--- config.mk ---
export PLATFORM = sky130hd
export DESIGN_NAME = uart_core
export DESIGN_NICKNAME = d
export VERILOG_FILES = /design/src/rtl/uart_core.sv
export SDC_FILE = /design/constraint.sdc
export NUM_CORES = 1
export LEC_CHECK = 0
export CORE_MARGIN = 5
export CORE_UTILIZATION = 35
export DETAILED_ROUTE_END_ITERATION = 16
export GPL_ROUTABILITY_DRIVEN = 0
export PLACE_DENSITY = 0.55
export SLEW_MARGIN = 0
export SYNTH_ARGS = -nofsm -noshare
export SYNTH_HDL_FRONTEND = slang
export SYNTH_SLANG_ARGS = --single-unit
--- constraint.sdc ---
create_clock -name clk -period 3 [get_ports clk]
set_input_delay 0.9 -clock clk [delete_from_list [all_inputs] [get_ports clk]]
set_output_delay 0.9 -clock clk [all_outputs]
set_load 0.005 [all_outputs]
--- src/rtl/uart_core.sv ---
// uart_core: full-duplex UART. TX side is a small FIFO feeding a frame
// serialiser; RX side is a 2-flop synchroniser, glitch-checked start detect
// and mid-bit sampling deframer with parity/framing flags.
// Optional feature macro: UART_LOOPBACK_EN (adds 'loopback' input; when 1 the
// RX synchroniser is fed from rs232_tx instead of rs232_rx).
module uart_core #(
  parameter int CLKS_PER_BIT  = 434,
  parameter int DATA_BITS     = 8,
  parameter int PARITY        = 0,
  parameter int STOP_BITS     = 1,
  parameter int TX_FIFO_DEPTH = 4
) (
  input  logic                 clk,
  input  logic                 rst,
  input  logic [DATA_BITS-1:0] tx_data,
  input  logic                 tx_valid,
  output logic                 tx_ready,
  output logic                 tx_busy,
  output logic                 tx_done,
  output logic                 rs232_tx,
  input  logic                 rs232_rx,
`ifdef UART_LOOPBACK_EN
  input  logic                 loopback,
`endif
  output logic [DATA_BITS-1:0] rx_data,
  output logic                 rx_valid,
  output logic                 rx_parity_err,
  output logic                 rx_frame_err
);

  localparam int AW = $clog2(TX_FIFO_DEPTH);
  localparam int CW = $clog2(CLKS_PER_BIT);
  localparam logic [CW-1:0] BAUD_LAST = CW'(CLKS_PER_BIT - 1);
  localparam logic [CW-1:0] HALF_LAST = CW'(CLKS_PER_BIT / 2 - 1);
  localparam logic [3:0]    DATA_LAST = 4'(DATA_BITS - 1);
  localparam logic [3:0]    STOP_LAST = 4'(STOP_BITS - 1);

  typedef enum logic [2:0] {S_IDLE, S_START, S_DATA, S_PAR, S_STOP} state_e;

  // ---------------- TX FIFO ----------------
  logic [DATA_BITS-1:0] mem_q [TX_FIFO_DEPTH];
  logic [AW-1:0]        wr_ptr_q, rd_ptr_q;
  logic [AW:0]          cnt_q, cnt_d;
  logic                 tx_ready_q;
  logic                 push, pop, fifo_ne;
  logic [DATA_BITS-1:0] head;

  assign fifo_ne = (cnt_q != '0);
  assign push    = tx_valid & tx_ready_q;
  assign head    = mem_q[rd_ptr_q];
  assign cnt_d   = cnt_q + (AW+1)'(push) - (AW+1)'(pop);

  // FIFO storage; contents need no reset, the pointers define validity
  always_ff @(posedge clk) begin
    if (push) mem_q[wr_ptr_q] <= tx_data;
  end

  // FIFO pointers, occupancy and registered ready (= not full next cycle)
  always_ff @(posedge clk or posedge rst) begin
    if (rst) begin
      wr_ptr_q   <= '0;
      rd_ptr_q   <= '0;
      cnt_q      <= '0;
      tx_ready_q <= 1'b1;
    end else begin
      if (push) wr_ptr_q <= wr_ptr_q + AW'(1);
      if (pop)  rd_ptr_q <= rd_ptr_q + AW'(1);
      cnt_q      <= cnt_d;
      tx_ready_q <= (cnt_d != (AW+1)'(TX_FIFO_DEPTH));
    end
  end

  // ---------------- TX framer ----------------
  state_e               tx_st_q;
  logic [CW-1:0]        tx_baud_q;
  logic [3:0]           tx_bit_q;
  logic [DATA_BITS-1:0] tx_sh_q;
  logic                 tx_par_q, tx_line_q, tx_done_q, tx_busy_q;
  logic                 tx_tick, tx_last_stop;

  assign tx_tick      = (tx_baud_q == BAUD_LAST);
  assign tx_last_stop = (tx_st_q == S_STOP) && tx_tick && (tx_bit_q == STOP_LAST);
  // Pop either from idle or at the very end of a frame for back-to-back sends
  assign pop          = fifo_ne && ((tx_st_q == S_IDLE) || tx_last_stop);

  // TX FSM; line output is registered, so it trails the state by one cycle
  always_ff @(posedge clk or posedge rst) begin
    if (rst) begin
      tx_st_q   <= S_IDLE;
      tx_baud_q <= '0;
      tx_bit_q  <= '0;
      tx_sh_q   <= '0;
      tx_par_q  <= 1'b0;
      tx_line_q <= 1'b1;
      tx_done_q <= 1'b0;
      tx_busy_q <= 1'b0;
    end else begin
      tx_done_q <= tx_last_stop;
      tx_busy_q <= (tx_st_q != S_IDLE) || fifo_ne;
      tx_baud_q <= (tx_st_q == S_IDLE || tx_tick) ? '0 : tx_baud_q + CW'(1);
      case (tx_st_q)
        S_IDLE: begin
          tx_line_q <= 1'b1;
          if (pop) begin
            tx_sh_q  <= head;
            tx_par_q <= (PARITY == 2) ? ~^head : ^head;
            tx_st_q  <= S_START;
          end
        end
        S_START: begin
          tx_line_q <= 1'b0;
          if (tx_tick) begin
            tx_st_q  <= S_DATA;
            tx_bit_q <= '0;
          end
        end
        S_DATA: begin
          tx_line_q <= tx_sh_q[0];
          if (tx_tick) begin
            tx_sh_q <= tx_sh_q >> 1;
            if (tx_bit_q == DATA_LAST) begin
              tx_bit_q <= '0;
              tx_st_q  <= (PARITY != 0) ? S_PAR : S_STOP;
            end else begin
              tx_bit_q <= tx_bit_q + 4'd1;
            end
          end
        end
        S_PAR: begin
          tx_line_q <= tx_par_q;
          if (tx_tick) tx_st_q <= S_STOP;
        end
        S_STOP: begin
          tx_line_q <= 1'b1;
          if (tx_tick) begin
            if (tx_bit_q == STOP_LAST) begin
              tx_bit_q <= '0;
              if (pop) begin
                tx_sh_q  <= head;
                tx_par_q <= (PARITY == 2) ? ~^head : ^head;
                tx_st_q  <= S_START;
              end else begin
                tx_st_q  <= S_IDLE;
              end
            end else begin
              tx_bit_q <= tx_bit_q + 4'd1;
            end
          end
        end
        default: tx_st_q <= S_IDLE;
      endcase
    end
  end

  // ---------------- RX ----------------
  logic rx_in;
`ifdef UART_LOOPBACK_EN
  assign rx_in = loopback ? tx_line_q : rs232_rx;
`else
  assign rx_in = rs232_rx;
`endif

  logic                 rx_meta_q, rx_sync_q, rx_prev_q;
  state_e               rx_st_q;
  logic [CW-1:0]        rx_baud_q;
  logic [3:0]           rx_bit_q;
  logic [DATA_BITS-1:0] rx_sh_q, rx_data_q;
  logic                 rx_pbit_q, rx_valid_q, rx_perr_q, rx_ferr_q;
  logic                 rx_tick;

  assign rx_tick = (rx_baud_q == BAUD_LAST);

  // Two-flop synchroniser plus one delayed copy for falling-edge detect
  always_ff @(posedge clk or posedge rst) begin
    if (rst) begin
      rx_meta_q <= 1'b1;
      rx_sync_q <= 1'b1;
      rx_prev_q <= 1'b1;
    end else begin
      rx_meta_q <= rx_in;
      rx_sync_q <= rx_meta_q;
      rx_prev_q <= rx_sync_q;
    end
  end

  // RX FSM: half-bit start recheck, then one sample per bit at mid-bit
  always_ff @(posedge clk or posedge rst) begin
    if (rst) begin
      rx_st_q    <= S_IDLE;
      rx_baud_q  <= '0;
      rx_bit_q   <= '0;
      rx_sh_q    <= '0;
      rx_pbit_q  <= 1'b0;
      rx_data_q  <= '0;
      rx_valid_q <= 1'b0;
      rx_perr_q  <= 1'b0;
      rx_ferr_q  <= 1'b0;
    end else begin
      rx_valid_q <= 1'b0;
      rx_baud_q  <= (rx_st_q == S_IDLE || rx_tick) ? '0 : rx_baud_q + CW'(1);
      case (rx_st_q)
        S_IDLE: begin
          if (rx_prev_q && !rx_sync_q) rx_st_q <= S_START;
        end
        S_START: begin
          if (rx_baud_q == HALF_LAST) begin
            rx_baud_q <= '0;
            if (rx_sync_q) begin
              rx_st_q <= S_IDLE;
            end else begin
              rx_st_q  <= S_DATA;
              rx_bit_q <= '0;
            end
          end
        end
        S_DATA: begin
          if (rx_tick) begin
            rx_sh_q <= {rx_sync_q, rx_sh_q[DATA_BITS-1:1]};
            if (rx_bit_q == DATA_LAST) begin
              rx_bit_q <= '0;
              rx_st_q  <= (PARITY != 0) ? S_PAR : S_STOP;
            end else begin
              rx_bit_q <= rx_bit_q + 4'd1;
            end
          end
        end
        S_PAR: begin
          if (rx_tick) begin
            rx_pbit_q <= rx_sync_q;
            rx_st_q   <= S_STOP;
          end
        end
        S_STOP: begin
          if (rx_tick) begin
            rx_data_q  <= rx_sh_q;
            rx_valid_q <= 1'b1;
            rx_ferr_q  <= ~rx_sync_q;
            rx_perr_q  <= (PARITY != 0) &&
                          (rx_pbit_q != ((PARITY == 2) ? ~^rx_sh_q : ^rx_sh_q));
            rx_st_q    <= S_IDLE;
          end
        end
        default: rx_st_q <= S_IDLE;
      endcase
    end
  end

  assign tx_ready      = tx_ready_q;
  assign tx_busy       = tx_busy_q;
  assign tx_done       = tx_done_q;
  assign rs232_tx      = tx_line_q;
  assign rx_data       = rx_data_q;
  assign rx_valid      = rx_valid_q;
  assign rx_parity_err = rx_perr_q;
  assign rx_frame_err  = rx_ferr_q;

endmodule

# --- After elaboration in Yosys (flattened, before gate mapping) ---
# Memory sizes are Yosys's and may differ from the RTL's.
# Cells that the tools add are included.
word_totals:
  register_bits: 73
  ram_bits: 32
  inputBits: 12
  out_inout_bits: 15
  wordCells: 136
  mem_count: 1
op_classes:
  n_addsub: 8
  n_eq_ne: 28
  muxes: 46
  bitwise_logic: 2
  n_reduce_logical: 29
mem_list:
  columns: ["memory", "words", "width", "read_ports", "rd_clocked_by_memory_dff", "write_ports", "line", "text"]
  rows:
  - ["mem_q", 4, 8, 1, 0, 1, "41", "logic [DATA_BITS-1:0] mem_q [TX_FIFO_DEPTH];"]
ops:
  columns: ["op", "n"]
  rows:
  - ["2-to-1 mux 3 bit", 13]
  - ["2-to-1 mux 4 bit", 9]
  - ["2-to-1 mux 9 bit", 4]
  - ["2-to-1 mux 8 bit", 4]
  - ["one-hot mux 3 bit (5 select lines)", 2]
  - ["!= test 2 bit, second input constant", 12]
  - ["one-hot mux 8 bit (3 select lines)", 1]
  - ["adder 9 x 1 -> 9 bit, second input constant", 2]
  - ["== test 9 bit, second input constant", 2]
  - ["== test 3 x 2 -> 1 bit, second input constant", 4]
  - ["one-hot mux 4 bit (3 select lines)", 1]
  - ["AND reduction 4 bit", 3]
  - ["nonzero test 3 bit", 4]
  - ["== test 9 x 8 -> 1 bit, second input constant", 1]
  - ["adder 4 x 1 -> 4 bit, second input constant", 2]
  - ["== test 4 x 3 -> 1 bit, second input constant", 2]
  - ["2-to-1 mux 1 bit", 8]
  - ["one-hot mux 4 bit (2 select lines)", 1]
  - ["XOR reduction 8 bit", 1]
  - ["AND reduction 7 bit", 1]
  - ["== test 3 x 1 -> 1 bit, second input constant", 2]
  - ["== test 3 bit, second input constant", 2]
  - ["zero test 3 bit", 2]
  - ["AND reduction 6 bit", 1]
  - ["other kinds (19)", 29]

# --- Depth between registers and ports, before layout ---
# Gate-level depths: netlist (run 1).
depth:
  ltp_word: 9
  mapped_depth: 13
  depth_no_buf: 11

# --- Worst setup path before layout (run 1) ---
# No wires, ideal clock.
synth_timing:
  path_kind: "reg-to-reg"
  startpoint: "register tx_bit_q[1]"
  endpoint: "register tx_ready_q, in the netlist tx_ready"
  setup_ns: 0.083
  t_arrival_ns: 2.572
  t_required_ns: 2.917
  setup_slack_ns: 0.346
  path_stages_with_launch: 14
  path_buffers: 2
  period_less_slack_ns: 2.654
  path_cell_list: "dfrtp_1 -> inv_1 -> ha_1 -> or3b_1 -> clkbuf_1 -> o41ai_4 -> nand2_2 -> buf_2 -> nand3_1 -> nand2_1 -> ha_1 -> fa_1 -> xnor2_1 -> nand2_1"
synth_via:
  elab_chain_len: 6
synth_rtl:
  columns: ["element", "line", "text"]
  rows:
  - ["start: declaration", "76", "logic [3:0] tx_bit_q;"]
  - ["start signal: assignment", "125", "tx_bit_q <= tx_bit_q + 4'd1;"]
  - ["start signal: assignment", "146", "tx_bit_q <= tx_bit_q + 4'd1;"]
  - ["zero test 4 bit", "82", "assign tx_last_stop = (tx_st_q == S_STOP) && tx_tick && (tx_bit_q == STOP_LAST);"]
  - ["logical AND 1 bit", "82", null]
  - ["logical OR 1 bit", "84", "assign pop = fifo_ne && ((tx_st_q == S_IDLE) || tx_last_stop);"]
  - ["logical AND 1 bit", "84", null]
  - ["subtractor 3 x 1 -> 3 bit", "51", "assign cnt_d = cnt_q + (AW+1)'(push) - (AW+1)'(pop);"]
  - ["net cnt_d[2]", "43", "logic [AW:0] cnt_q, cnt_d;"]
  - ["!= test 3 bit", "69", "tx_ready_q <= (cnt_d != (AW+1)'(TX_FIFO_DEPTH));"]
  - ["end signal: assignment", "69", null]
  - ["end: declaration", "44", "logic tx_ready_q;"]
# The timed path passes the listed nets, and every way through them passes these cells.
# A chain may end at the register's enable or synchronous reset.

# --- Worst setup path in the final report (run 1) ---
# Same ends and word-level chain as after synthesis.

==> reports/results.txt, run 1 <==
clock skew - 11.04 ps
Worst R2R Path Depth - 11
Worst Hold Path Cells - 0
Post-Syn Area - 0.004718 mm^2
TritonCTS buffer count - 9
RSZ-0062 raised after global routing - no
Post-synth EDFFs - 32
pwr dens - 621.0 mW/mm^2
Net Sw Power - 892.3 uW
number of top-level pins - 27
Peak VDD IR - 0.3715 mV
hold endpoint - rx_sync_q
Reg clk slew, reported paths - 70 ps
Buf/Inv on CP - 1
worst-skew pair later-pin latency - 350 ps
Worst Path Arrival - 2920 ps
Placed Area - 0.005179 mm^2
Die Span Y - 126.1 um
non-filler instance count after layout - 588
critical path cell sequence - inv_1 -> ha_1 -> or3b_1 -> o41ai_4 -> nand2_2 -> nand3_1 -> nand2_1 -> ha_1 -> fa_1 -> nor2_1 -> nand2_1
post-synthesis simple-gate area fraction - 13.18%
hold_buf cts - 0
root buffer cell - clkbuf_16
mux share of post-synthesis cell area - 6.205%
antenna-violating nets left - 0
Post-Synth Adder-Cell Area - 3.872%
via count - 2858
Tcrit/Tclk final - 88.65%
Mapped Avg Cell Area - 12.45 um^2
most frequent cells after synthesis - dfrtp_1, nand2_1, edfxtp_1
largest net degree at the start of global routing - 31
WL met2 - 4014 um
sequential area share after synthesis - 59.22%
min-delay src - rx_meta_q
# DRC - 0
number of global-route vias before repair - 2949
Async S/R FF share, synth - 69.52%
Synth Area in Compound Gates - 9.918%
Mapped Cells - 379
fin util - 41.49%
sequential share of power - 51.1%
first-pass GRT wire length - 14860 um
Rows - 42
core area - 0.01324 mm^2
Slew headroom - 55.48%
largest family of logic cells by synthesized area - simple AND/OR/NAND/NOR gates
final worst path period need - 2660 ps
nets - 433
Max H-tree Level - 3
Worst-Margin Slew - 662.7 ps
CP top delay family - simple AND/OR/NAND/NOR gates
Yosys cell types - 60
placed cells - 572
initial antenna violation count - 0
top sig layer - met4
peak fanout along the critical path - 7
worst hold slack - 358.9 ps
fmax - 376.0 MHz
Setup crit end kind - register
clock power share - 36.1%
DRT Wirelength - 8358 um
die width - 126.1 um
synth warn - 0
ys flop type - dfrtp_1
Total Die Area - 0.01590 mm^2
antenna diode count - 0
met3 WL - 322 um
Net Sw Frac - 26.15%
Port Buffers - 25
Comb pwr share - 12.8%
Routed WL per cell - 14.21 um
Hold Crit Class - register to register
crit path launch type - register
Tot GR Track Use - 11.46%
DR pass1 iterations - 4
pre-CTS WS - 282.4 ps
setup ws final - 340.4 ps
postcts setup bufs - 0
Initial Utilization - 35.63%
final non-filler cell area - 0.005494 mm^2
Worst EP required - 3260 ps
Synth area leader - dfrtp_1
total gr overflow - 0
FF+latch count, synth - 105
PnR Total Power - 3.412 mW
outcome - complete, no violations
slowest CP cell - or3b_1
Clock Sinks - 105
DRT iter0 DRCs - 192
total leakage power - 2.228 nW
share of the synthesized area in the top cell type - 36.06%
max cap viols - 0
HPWL after detailed placement - 5806 um
Post-Syn Nets - 405
r2r startpoint - tx_bit_q[1]
crit path from - tx_bit_q[1]
internal power - 2.520 mW
Clock Tree Buf Depth - 2
flop2flop setup slack - 340 ps
routed vias/inst - 4.861
Final Setup Violations - 0
CTS tree - yes
CTS resizes - 0
r2r endpoint - tx_ready
share of layout cells above drive strength 1 - 13.35%
wl on met1 - 3909 um
setup TNS - 0 ps
Setup CP Type - register to register
Synth Area in XOR/XNOR - 4.826%
count leader, synth - dfrtp_1
Fin. Hold Viols - 0
Slew Viols, Final - 0
largest cells by area after synthesis - dfrtp_1, edfxtp_1, mux4_2
CP max stage delay - 500 ps
P&R area growth vs syn - 16.44%
-- how the worst max path moves through the flow --
stage	end	slack, ps	cells past startpoint
after CTS	tx_ready	340	11
final	tx_ready	340	11
after detailed placement	tx_ready	280	8
after global routing	tx_ready	100	11
after global placement	tx_ready	330	8
after floorplan	cnt_q[0]	260	1
-- layer usage --
layer | GRT usage (%) | up-vias
met1 | 14.93 | 1389
li1 | - | 1405
met3 | 3.133 | 12
met2 | 18.69 | 52
met4 | 3.596 | 0
met5 | 0 | -
-- power groups by stage --
stage	logic, mW	registers [mW]	clock network, mW
after floorplan	0.324	1.74	0
after global placement	0.433	1.77	0
after detailed placement	0.448	1.77	0
after CTS	0.450	1.75	1.28
after global routing	0.511	1.77	1.33
final	0.437	1.74	1.23
-- cell families (layout without fill, tap and decap cells) --
group,after synthesis,after routing
xor gates and xnor gates,26,26
adders and majority gates,14,14
DFF,105,105
muxes,18,18
AOI/OAI and AO/OA,60,60
and+or+nand+nor,125,125
buffers and inverters,30,63
other,1,1
-- worst register-to-register path, stage by stage, from the launching register on --
cell,delay (ps)
dfrtp_1,430
inv_1,70
ha_1,120
or3b_1,500
o41ai_4,370
nand2_2,100
nand3_1,100
nand2_1,60
ha_1,190
fa_1,470
nor2_1,130
nand2_1,60
-- state kept, by name (all words and copies together) (netlist names), 3 cells and up --
name	count
mem_q	32
tx_sh_q	8
rx_bit_q	4
rx_sh_q	8
rx_st_q	3
rx_data	8
tx_bit_q	4
cnt_q	3
tx_baud_q	9
rx_baud_q	9
tx_st_q	3
-- final cells by class --
cell class	instances	area [um^2]
Fill cell	1249	7749
Clock buffer	9	225.2
Clock inverter	7	90.09
Timing Repair Buffer	31	307.8
Sequential cell	105	2794
Tap cell	176	220.2
Multi-Input combinational cell	244	1797
Inverter	16	60.06
-- cells in the final DEF (no fill, tap or decap), drive strengths merged, types with 4 or more instances in the layout --
cell | synthesis | final
nand2 | 46 | 46
clkdlybuf4s50 | 0 | 25
clkbuf | 9 | 9
nor2b | 4 | 4
dfstp | 5 | 5
edfxtp | 32 | 32
nor2 | 27 | 27
xor2 | 7 | 7
and3 | 7 | 7
o22a | 14 | 14
mux2 | 10 | 10
buf | 5 | 6
xnor2 | 19 | 19
ha | 13 | 13
a21oi | 7 | 7
inv | 15 | 19
mux4 | 8 | 8
dfrtp | 68 | 68
o21ai | 18 | 18
nand3 | 14 | 14
(Power assumes the default switching activity.)
==> run 2, diff against run 1 <==
Settings changed: CORE_ASPECT_RATIO set to 1.25.
==> reports/results.txt, run 2 (same netlist as run 1, synthesis figures left out) <==
outcome - complete, no violations
total leakage power - 2.210 nW (-0.81%)
RSZ-0062 raised after global routing - no
fin util - 41.27% (-0.22 points)
postcts setup bufs - 0 (unchanged)
pwr dens - 621.6 mW/mm^2 (about the same)
DRT iter0 DRCs - 86 (-55%)
Worst-Margin Slew - 657.3 ps (-5.364 ps)
crit path launch type - register
Rows - 47 (+12%)
setup TNS - 0 ps (unchanged)
slowest CP cell - or3b_1
share of layout cells above drive strength 1 - 12.71% (-0.64 points)
CP top delay family - simple AND/OR/NAND/NOR gates
Setup crit end kind - register
Clock Sinks - 105 (unchanged)
Top Usage Layer GRT - met2
P&R area growth vs syn - 15.73%
final worst path period need - 2660 ps (+0.02500 ps)
initial antenna violation count - 0 (unchanged)
hold_buf cts - 0 (unchanged)
FILL cells - 1257 (+0.64%)
Worst Hold Path Cells - 0 (unchanged)
clock skew - 5.518 ps (-5.524 ps)
biggest regs - mem_q x32, rx_baud_q x9, tx_baud_q x9
Buf/Inv on CP - 1 (unchanged)
Tcrit/Tclk final - 88.65% (about the same)
Port Buffers - 25 (unchanged)
Tot GR Track Use - 11.45% (-0.014 points)
Largest Register - mem_q
root buffer cell - clkbuf_16
Worst EP required - 3270 ps (about the same)
CTS resizes - 0 (unchanged)
peak fanout along the critical path - 7 (unchanged)
WP depth - 11 (unchanged)
Total Die Area - 0.01592 mm^2 (about the same)
Worst Path Arrival - 2930 ps (about the same)
# DRC - 0 (unchanged)
DR pass1 iterations - 4 (unchanged)
Max H-tree Level - 3 (unchanged)
Clock Tree Buf Depth - 2 (unchanged)
die width - 113.9 um (-9.7%)
antenna diode count - 0 (unchanged)
Placed Area - 0.005150 mm^2 (-0.56%)
DRT Wirelength - 8390 um (+0.38%)
worst hold slack - 357.4 ps (-1.501 ps)
Final Setup Violations - 0 (unchanged)
CTS tree - yes
setup ws final - 340.4 ps (-0.02500 ps)
Setup CP Type - register to register
M3 GR Usage - 2.866% (-0.27 points)
Slew headroom - 56.18% (+0.70 points)
Slew Viols, Final - 0 (unchanged)
pre-CTS WS - 249.4 ps (-32.99 ps)
number of top-level pins - 27 (unchanged)
commonest non-fill, non-tap cells in the layout - dfrtp_1, nand2_1, edfxtp_1, nor2_1, clkdlybuf4s50_1
Hold Crit Class - register to register
number of global-route vias before repair - 2941 (-0.27%)
antenna-violating nets left - 0 (unchanged)
via count - 2842 (-0.56%)
critical path cell sequence - inv_1 -> ha_1 -> or3b_1 -> o41ai_4 -> nand2_2 -> nand3_1 -> nand2_1 -> ha_1 -> fa_1 -> xnor2_1 -> nand2_1
core area - 0.01323 mm^2 (about the same)
largest net degree at the start of global routing - 74 (+140%)
HPWL after detailed placement - 5618 um (-3.2%)
CP max stage delay - 470 ps (-30 ps)
max cap viols - 0 (unchanged)
Fin. Hold Viols - 0 (unchanged)
first-pass GRT wire length - 14630 um (-1.5%)
Routed WL per cell - 14.47 um (+1.8%)
most common cell after layout, fill and taps aside - dfrtp_1
Worst R2R Path Depth - 11 (unchanged)
fmax - 376.0 MHz (about the same)
Initial Utilization - 35.66% (about the same)
total gr overflow - 0 (unchanged)
Reg clk slew, reported paths - 70 ps (about the same)
Die Span Y - 139.8 um (+11%)
grt met1 use - 14.94% (about the same)
max reg flops - 32 (unchanged)
Peak VDD IR - 0.2714 mV (-27%)
worst-skew pair later-pin latency - 340 ps (about the same)
TritonCTS buffer count - 9 (unchanged)
final non-filler cell area - 0.005460 mm^2 (-0.61%)
met2 global-route usage - 18.27% (-0.41 points)
routed vias/inst - 4.900 (+0.81%)
nets - 430 (-0.69%)
-- run 2: where the power goes --
group          switching [mW]  total, mW  internal (mW)
Combinational           0.231      0.431          0.199
Clock                   0.557       1.22          0.666
Sequential             0.0942       1.74           1.65
-- run 2: routing by layer --
layer,up-vias,share of wire [%]
met3,7,3.0
met1,1401,47
met4,0,1.7
li1,1397,-
met5,-,0
met2,37,49
-- run 2: worst paths after layout --
check / startpoint / end / slack, ps
max: tx_bit_q[1] / tx_ready / 340
min: rx_meta_q / rx_sync_q / 360
max reg2reg: tx_bit_q[1] / tx_ready / 340
min reg2reg: rx_meta_q / rx_sync_q / 360
max in group asynchronous: rst / rx_prev_q / 1700
min in group asynchronous: rst / tx_baud_q[5] / 970
-- run 2: worst register-to-register path: cells and delay by family, from the launching register on --
family,cells,cell delay (ps)
simple gates,5,800
xor+xnor,1,210
compound gates,1,380
flops,1,440
fa+ha+maj,3,690
buf+inv,1,80
-- run 2: layout make-up --
class                           instances  area [um^2]  area share, %
Tap cell                              171        214.0          3.918
Sequential cell                       105         2794          51.17
Multi-Input combinational cell        244         1797          32.91
Clock inverter                          7        85.08          1.558
Clock buffer                            9        225.2          4.125
Timing Repair Buffer                   28        285.3          5.225
Inverter                               16        60.06          1.100
-- run 2: stage by stage --
step,instances,power (mW)
detailed placement,564,2.212
global route,580,3.589
global placement,564,2.193
floorplan,379,2.069
finish,580,3.394
CTS,580,3.455
==> run 3, diff against run 2 <==
Settings changed: CORE_MARGIN 5 to 10.
==> reports/results.txt, run 3 (same netlist as run 1, synthesis figures left out) <==
outcome - complete, no violations
placed cells - 564 (unchanged)
CP top delay family - simple AND/OR/NAND/NOR gates
biggest regs - mem_q x32, rx_baud_q x9, tx_baud_q x9
PnR Total Power - 3.290 mW (-3.1%)
number of global-route vias before repair - 2957 (+0.54%)
Setup crit end kind - register
Worst-Margin Slew - 644.2 ps (-13.10 ps)
Top Usage Layer GRT - met2
Clock Sinks - 105 (unchanged)
peak fanout along the critical path - 7 (unchanged)
Port Buffers - 25 (unchanged)
slowest CP cell - or3b_1
Net Sw Power - 866.7 uW (-1.7%)
worst-skew pair later-pin latency - 340 ps (about the same)
setup TNS - 0 ps (unchanged)
internal power - 2.423 mW (-3.5%)
first-pass GRT wire length - 14320 um (-2.1%)
RSZ-0062 raised after global routing - no
TritonCTS buffer count - 9 (unchanged)
flop2flop setup slack - 350 ps (about the same)
Initial Utilization - 35.66% (unchanged)
Setup CP Type - register to register
via count - 2865 (+0.81%)
largest net degree at the start of global routing - 74 (unchanged)
Peak VDD IR - 0.3173 mV (+17%)
Worst EP required - 3260 ps (about the same)
FILL cells - 1260 (+0.24%)
routed vias/inst - 4.940 (+0.81%)
Rows - 47 (unchanged)
CTS tree - yes
M3 GR Usage - 2.262% (-0.60 points)
met2 global-route usage - 15.34% (-2.9 points)
Slew Viols, Final - 0 (unchanged)
postcts setup bufs - 0 (unchanged)
Max H-tree Level - 3 (unchanged)
antenna-violating nets left - 0 (unchanged)
Tot GR Track Use - 9.628% (-1.8 points)
Final Setup Violations - 0 (unchanged)
core area - 0.01323 mm^2 (unchanged)
clock power share - 34.2% (-1.8 points)
Total Die Area - 0.01855 mm^2 (+17%)
nets - 430 (unchanged)
pwr dens - 605.3 mW/mm^2 (-2.6%)
antenna diode count - 0 (unchanged)
Tcrit/Tclk final - 88.18% (-0.47 points)
# DRC - 0 (unchanged)
total gr overflow - 0 (unchanged)
share of layout cells above drive strength 1 - 12.47% (-0.24 points)
max cap viols - 0 (unchanged)
sequential share of power - 52.9% (+1.6 points)
die width - 123.9 um (+8.8%)
non-filler instance count after layout - 580 (unchanged)
Buf/Inv on CP - 1 (unchanged)
number of top-level pins - 27 (unchanged)
Worst Path Arrival - 2910 ps (-20 ps)
CP max stage delay - 490 ps (+20 ps)
DRT iter0 DRCs - 100 (+16%)
final worst path period need - 2645 ps (-14.16 ps)
Routed WL per cell - 14.32 um (-0.98%)
hold_buf cts - 0 (unchanged)
fmax - 378.0 MHz (+0.54%)
Largest Register - mem_q
max reg flops - 32 (unchanged)
total leakage power - 2.195 nW (-0.68%)
commonest non-fill, non-tap cells in the layout - dfrtp_1, nand2_1, edfxtp_1, nor2_1, clkdlybuf4s50_1
Comb pwr share - 12.8% (about the same)
most common cell after layout, fill and taps aside - dfrtp_1
Net Sw Frac - 26.34% (+0.35 points)
HPWL after detailed placement - 5717 um (+1.7%)
clock skew - 10.63 ps (+5.112 ps)
Slew headroom - 57.05% (+0.87 points)
grt met1 use - 11.85% (-3.1 points)
critical path cell sequence - inv_1 -> ha_1 -> or3b_1 -> o41ai_4 -> nand2_2 -> nand3_1 -> nand2_1 -> ha_1 -> fa_1 -> xnor2_1 -> nand2_1
DR pass1 iterations - 4 (unchanged)
crit path launch type - register
CTS resizes - 0 (unchanged)
Fin. Hold Viols - 0 (unchanged)
initial antenna violation count - 0 (unchanged)
Hold Crit Class - register to register
P&R area growth vs syn - 15.19%
Clock Tree Buf Depth - 2 (unchanged)
Die Span Y - 149.8 um (+7.2%)
DRT Wirelength - 8308 um (-0.98%)
Reg clk slew, reported paths - 70 ps (about the same)
root buffer cell - clkbuf_16
## run 3: worst paths after layout
kind                        startpoint      endpoint  depth (start not counted)
min reg2reg                  rx_meta_q     rx_sync_q                          0
min                          rx_meta_q     rx_sync_q                          0
max in group asynchronous          rst      tx_ready                          3
max                        tx_bit_q[1]      tx_ready                         11
max reg2reg                tx_bit_q[1]      tx_ready                         11
min in group asynchronous          rst  tx_baud_q[0]                          3
## run 3: cell type report
class,count,area [um^2],area share (%)
clock buffers,9,225.2,4.144
flip-flops and latches,105,2794,51.40
multi-input cells,244,1797,33.06
well taps,171,214.0,3.936
clock inverters,7,60.06,1.105
repair buffers,28,285.3,5.249
inverters,16,60.06,1.105
## run 3: worst reg2reg max path, stage by stage (launching register included)
cell and delay [ps]:
dfrtp_1 430, inv_1 80, ha_1 140, or3b_1 490, o41ai_4 370, nand2_2 90, nand3_1 100, nand2_1 60
ha_1 190, fa_1 380, xnor2_1 190, nand2_1 70
## run 3: per-stage QoR
stage | setup slack (ps) | area [um^2] | hold slack, ps | util [%]
CTS | 319.1 | 5435 | 360.4 | 41.08
finish | 354.5 | 5435 | 358.9 | 41.08
global route | 110.4 | 5435 | 364.5 | 41.08
floorplan | 255.0 | 4718 | 345.2 | -
detailed placement | 275.1 | 5150 | 349.9 | 38.92
global placement | 334.8 | 5150 | 350.5 | 38.92
## run 3: power by group through the flow
| stage | Combinational (mW) | Sequential, mW | Clock, mW |
|---|---|---|---|
| global route | 0.492 | 1.76 | 1.21 |
| detailed placement | 0.435 | 1.77 | 0 |
| finish | 0.422 | 1.74 | 1.13 |
| CTS | 0.440 | 1.74 | 1.17 |
| global placement | 0.429 | 1.76 | 0 |
| floorplan | 0.324 | 1.74 | 0 |
## run 3: routing by layer
layer	share of wire, %	up-vias
li1	-	1399
met1	46	1424
met2	48	34
met3	3.8	8
met4	1.7	0
met5	0	-
